--- src/rtl/win_screen_overlay_pkg.sv ---
`default_nettype none
// ============================================================================
//  Module   : win_screen_overlay_pkg
//  Brief    : Display constants and overlay FSM encoding for the win overlay.
//  Revision : 1.0
// ============================================================================
package win_screen_overlay_pkg;

    localparam int c_h_active = 640;
    localparam int c_v_active = 480;
    localparam int c_img_size = 256;
    localparam int c_rgb_w    = 12;
    localparam int c_addr_w   = 16;

    typedef enum logic [0:0] {
        IDLE = 1'b0,
        SHOW = 1'b1
    } ovl_state_t;

endpackage
`default_nettype wire

--- src/rtl/win_blink_timer.sv ---
`default_nettype none
// ============================================================================
//  Module   : win_blink_timer
//  Brief    : Frame counter producing the visible/hidden blink phase.
//  Revision : 1.0
// ============================================================================
module win_blink_timer #(
    parameter int BLINK_FRAMES = 30
) (
    input  logic clk,
    input  logic rst,
    input  logic clear,
    input  logic frame_start,
    output logic visible
);

    localparam int c_cnt_w = $clog2(BLINK_FRAMES) + 1;
    localparam logic [c_cnt_w-1:0] c_last = c_cnt_w'(BLINK_FRAMES - 1);

    logic [c_cnt_w-1:0] r_count;
    logic               r_visible;

    // Clear wins over frame_start so re-entry always starts a visible half-period.
    always_ff @(posedge clk or posedge rst) begin
        if (rst) begin
            r_count   <= '0;
            r_visible <= 1'b1;
        end else if (clear) begin
            r_count   <= '0;
            r_visible <= 1'b1;
        end else if (frame_start) begin
            if (r_count == c_last) begin
                r_count   <= '0;
                r_visible <= ~r_visible;
            end else begin
                r_count <= r_count + c_cnt_w'(1);
            end
        end
    end

    assign visible = r_visible;

endmodule
`default_nettype wire

--- src/rtl/win_screen_overlay.sv ---
`default_nettype none
// ============================================================================
//  Module   : win_screen_overlay
//  Brief    : Addresses the win-image ROM and composites it, blinking and
//             centred, over the game pixel stream while the game is won.
//  Revision : 1.0
// ============================================================================
module win_screen_overlay
    import win_screen_overlay_pkg::*;
#(
    parameter int                  IMG_X0       = (c_h_active - c_img_size) / 2,
    parameter int                  IMG_Y0       = (c_v_active - c_img_size) / 2,
    parameter int                  BLINK_FRAMES = 30,
    parameter logic [c_rgb_w-1:0]  BG_RGB       = 12'h000,
    parameter logic [c_rgb_w-1:0]  KEY_RGB      = 12'hF0F
) (
    input  logic                clk,
    input  logic                rst,
    input  logic [9:0]          pix_x,
    input  logic [9:0]          pix_y,
    input  logic                video_on,
    input  logic                frame_start,
    input  logic                game_win,
    input  logic [c_rgb_w-1:0]  game_rgb,
    output logic [c_addr_w-1:0] rom_addr,
    input  logic [c_rgb_w-1:0]  rom_data,
    output logic [c_rgb_w-1:0]  rgb_out,
    output logic                overlay_active
);

    localparam logic [9:0] c_img_x0  = 10'(IMG_X0);
    localparam logic [9:0] c_img_y0  = 10'(IMG_Y0);
    localparam logic [9:0] c_img_lim = 10'(c_img_size);

    logic [9:0]         w_dx;
    logic [9:0]         w_dy;
    logic               w_in_win;
    logic               w_visible;
    logic               w_blink_clear;
    logic               w_blink_tick;
    logic [c_rgb_w-1:0] w_rgb_next;
    ovl_state_t         r_state;
    ovl_state_t         w_state_next;

    logic               r_in_win_d;
    logic               r_video_on_d;
    logic [c_rgb_w-1:0] r_game_rgb_d;
    logic [c_rgb_w-1:0] r_rgb_out;
    logic               r_overlay_active;

    // Unsigned wrap makes coordinates left of / above the window fail the test.
    assign w_dx     = pix_x - c_img_x0;
    assign w_dy     = pix_y - c_img_y0;
    assign w_in_win = (w_dx < c_img_lim) && (w_dy < c_img_lim);
    assign rom_addr = w_in_win ? {w_dy[7:0], w_dx[7:0]} : '0;

    win_blink_timer #(
        .BLINK_FRAMES (BLINK_FRAMES)
    ) u_blink (
        .clk         (clk),
        .rst         (rst),
        .clear       (w_blink_clear),
        .frame_start (w_blink_tick),
        .visible     (w_visible)
    );

    always_ff @(posedge clk or posedge rst) begin
        if (rst) begin
            r_state          <= IDLE;
            r_overlay_active <= 1'b0;
        end else begin
            r_state          <= w_state_next;
            r_overlay_active <= (w_state_next == SHOW);
        end
    end

    // State changes only on frame_start so the picture never tears mid-frame.
    always_comb begin
        w_state_next  = r_state;
        w_blink_clear = (r_state == IDLE);
        w_blink_tick  = 1'b0;
        case (r_state)
            IDLE: if (frame_start && game_win) w_state_next = SHOW;
            SHOW: begin
                if (frame_start && !game_win) w_state_next = IDLE;
                w_blink_tick = frame_start && game_win;
            end
            default: w_state_next = IDLE;
        endcase

        w_rgb_next = BG_RGB;
        if (!r_video_on_d)                              w_rgb_next = '0;
        else if (r_state == IDLE)                       w_rgb_next = r_game_rgb_d;
        else if (!w_visible)                            w_rgb_next = BG_RGB;
        else if (r_in_win_d && (rom_data != KEY_RGB))   w_rgb_next = rom_data;
    end

    // Stage 1 aligns pixel side-band with the ROM's one-cycle read latency.
    always_ff @(posedge clk or posedge rst) begin
        if (rst) begin
            r_in_win_d   <= 1'b0;
            r_video_on_d <= 1'b0;
            r_game_rgb_d <= '0;
            r_rgb_out    <= '0;
        end else begin
            r_in_win_d   <= w_in_win;
            r_video_on_d <= video_on;
            r_game_rgb_d <= game_rgb;
            r_rgb_out    <= w_rgb_next;
        end
    end

    assign rgb_out        = r_rgb_out;
    assign overlay_active = r_overlay_active;

endmodule
`default_nettype wire

--- config.mk ---
export PLATFORM = sky130hd
export DESIGN_NAME = win_screen_overlay
export DESIGN_NICKNAME = d
export VERILOG_FILES = /design/src/rtl/win_screen_overlay_pkg.sv /design/src/rtl/win_blink_timer.sv /design/src/rtl/win_screen_overlay.sv
export SDC_FILE = /design/constraint.sdc
export NUM_CORES = 1
export LEC_CHECK = 0
export CAP_MARGIN = 30
export CORE_AREA = 2 2 57 72
export DETAILED_ROUTE_END_ITERATION = 10
export DIE_AREA = 0 0 59 74
export PLACE_DENSITY = 0.82
export SLEW_MARGIN = 10
export SYNTH_ARGS = -nofsm -noshare
export SYNTH_HDL_FRONTEND = slang
export SYNTH_SLANG_ARGS = --single-unit
export TNS_END_PERCENT = 50
--- constraint.sdc ---
create_clock -name clk -period 3.8 [get_ports clk]
set_input_delay 0.76 -clock clk [delete_from_list [all_inputs] [get_ports clk]]
set_output_delay 0.76 -clock clk [all_outputs]
set_load 0.05 [all_outputs]
==> results.json <==
{
  "syn_nets": 183,
  "port_buffers": 77,
  "synthAdderAreaFrac": 0.0333,
  "clk_path_buf_depth": 2,
  "cp_slowest_stage_delay_ns": 0.47,
  "yosys_register_bits": 34,
  "cp-start-kind": "input pin",
  "antenna_found_initial": 0,
  "grt_max_degree": 35,
  "muxShareOfSynthArea": 0.00667,
  "fmax_mhz": 303,
  "drv_cap": 0,
  "antenna_left": 0,
  "cts-root-buf": "clkbuf_8",
  "fin_crit_sh": 0.867,
  "fp-row-count": 25,
  "maxSlewHeadroom": 0.478,
  "clk_pin_slew_ns": 0.07,
  "yosysUniqueCellTypes": 34,
  "rsz0062_at_grt": "no",
  "mostFrequentLayoutCells": "clkdlybuf4s50_1, dfrtp_1, buf_12, and2_1, a22o_1",
  "cts_buffers": 5,
  "synth-simple-area-share": 0.185,
  "endpoint_kind": "output pin",
  "ios": 78,
  "syn_area_um2": 1500,
  "htreeDepth": 2,
  "final-seq-area_um2": 852,
  "finalCriticalPeriod_ns": 3.30,
  "setup_tns_ns": 0,
  "ctsHoldBuffers": 0,
  "die_x_um": 59,
  "n_antenna_cell": 0,
  "worstSetupPathType": "in -> out",
  "hold_start": "r_game_rgb_d[11]",
  "dr.pass1.iters": 5,
  "critPathSlowestCell": "clkdlybuf4s50_1",
  "syn_inst": 130,
  "grt_pass1_vias": 1418,
  "cts.repair.resized": 0,
  "cts_sinks": 34,
  "start_util": 0.407,
  "cts_setup_buffers": 0,
  "hp-class": "reg -> reg",
  "gp_congestion": 0.804,
  "grt_first_pass_wirelength_um": 6130,
  "cts_tree": "yes",
  "fin_nets": 266,
  "wl_per_cell_um": 15.2,
  "setup_violations": 0,
  "core_area_um2": 3690,
  "worstPathMaxFanout": 10,
  "tightest_slew_ns": 0.782,
  "yosys.area.top_type": "dfrtp_1",
  "drt-vias-per-instance": 5.38,
  "arrival_ns": 2.54,
  "crit_required_ns": 3.04,
  "synth.area.top_cells": "dfrtp_1, a22o_1, and2_1",
  "multi_input_area_um2": 611,
  "status": "complete, no violations",
  "post-route-drc-count": 0,
  "fin_skew_ns": 0.00137,
  "synthFlopType": "dfrtp_1",
  "yosys_warnings": 0,
  "vias": 1366,
  "insertion_delay_ns": 0.29,
  "final_util": 0.698,
  "async_flop_share": 1.00,
  "synth_edf_count": 0,
  "synth-xor-area-share": 0.0292,
  "synth-compound-area-share": 0.153,
  "grt_use_total": 0.188,
  "final_layout_size_suffix_gt1_frac": 0.136,
  "pwr_density_cell_nw_per_um2": 328,
  "first_iter_violations": 36,
  "crit_chain": "clkdlybuf4s50_1 -> a311oi_1 -> xor2_1 -> a211oi_2 -> buf_4 -> nor2b_1 -> buf_12",
  "drv_slew": 0,
  "synth_top_family_by_area": "simple AND/OR/NAND/NOR gates",
  "synth_top_cell_area_share": 0.550,
  "wirelength_um": 3870,
  "finalHoldViolations": 0,
  "critPathLaunch": "pix_y[4]",
  "dp_hpwl_um": 3090,
  "fillCellCount": 272,
  "crit_buf_inv": 3,
  "seq_area_frac_synth": 0.568,
  "final_common_cell": "clkdlybuf4s50_1",
  "ir_drop_v": 0.000164,
  "crit_family": "buffers and inverters",
  "die_h_um": 74,
  "p_leak_nw": 1.08,
  "die_area_um2": 4370,
  "r2r_start": "u_blink.visible",
  "avgSynthCellArea_um2": 11.5,
  "syn2layout_area_growth_pct": 71.6,
  "gr-total-overflow": 0
}
flip-flops by register name, indices dropped and copies added (netlist names), named ones only:
| name | flops |
|---|---|
| u_blink.r_count | 6 |
| u_blink.visible | 1 |
| r_in_win_d | 1 |
| rgb_out | 12 |
| r_video_on_d | 1 |
| r_game_rgb_d | 12 |
logic make-up (layout without fill, tap and decap cells):
logic type               Yosys count  after routing
AO/OA/AOI/OAI                     31             31
adder cells (fa/ha/maj)            4              4
flip-flops                        34             34
multiplexers                       1              1
XOR/XNOR                           5              5
AND/OR/NAND/NOR                   47             47
buffers and inverters              8             92
worst register-to-register path, delay by kind of cell (launching register included):
kind / cells / cell delay, ns
DFF: 1 / 0.55
and+or+nand+nor: 1 / 0.29
AOI/OAI and AO/OA: 2 / 0.56
cells in the mapped netlist, types with 2 or more instances:
master / number
a211oi_1: 2
a21boi_0: 2
a21oi_1: 6
a22o_1: 11
and2_1: 15
clkbuf_1: 2
dfrtp_1: 33
ha_1: 4
inv_1: 4
nand2_1: 7
nand3_1: 3
nand4b_1: 2
nor2_1: 5
nor2b_1: 5
o21ai_0: 4
o31a_1: 2
or3_1: 2
xor2_1: 5
area by class of cell:
type / count / share of cell area
timing repair buffer: 80 / 0.370
multi-input combinational: 88 / 0.237
clock inverter: 2 / 0.00486
tap: 40 / 0.0194
sequential: 34 / 0.331
inverter: 4 / 0.00583
clock buffer: 6 / 0.0321
worst paths after layout:
kind                                   end  slack, ns  cells after the start
setup reg to reg                rgb_out[1]       2.34                      3
hold / removal                 rgb_out[11]       0.48                      1
max in group asynchronous  u_blink.visible       2.63                      3
hold reg to reg                rgb_out[11]       0.48                      1
min in group asynchronous     r_video_on_d       0.85                      3
setup / recovery              rom_addr[12]       0.50                      7
layer usage:
metal	global-route usage	up-vias	part of all wire
li1	-	628	-
met1	0.180	638	0.33
met2	0.325	91	0.49
met3	0.113	9	0.16
met4	0.0707	0	0.018
met5	0	-	0
per-stage QoR:
stage	worst slack [ns]	hold slack (ns)	instance area [um2]	total power [mW]	instances
3_5_place_dp	0.473	0.460	2480	0.578	246
6_report	0.504	0.476	2580	0.845	254
3_3_place_gp	0.548	0.452	2480	0.573	246
4_1_cts	0.468	0.479	2580	0.854	254
5_1_grt	0.330	0.504	2580	0.876	254
2_1_floorplan	0.763	0.449	1500	0.475	130
report_power, final:
group          internal (mW)  switching, mW
combinational         0.0924         0.0914
sequential             0.379        0.00803
clock                  0.145          0.130
No activity file was read; power rests on OpenSTA's default activity.
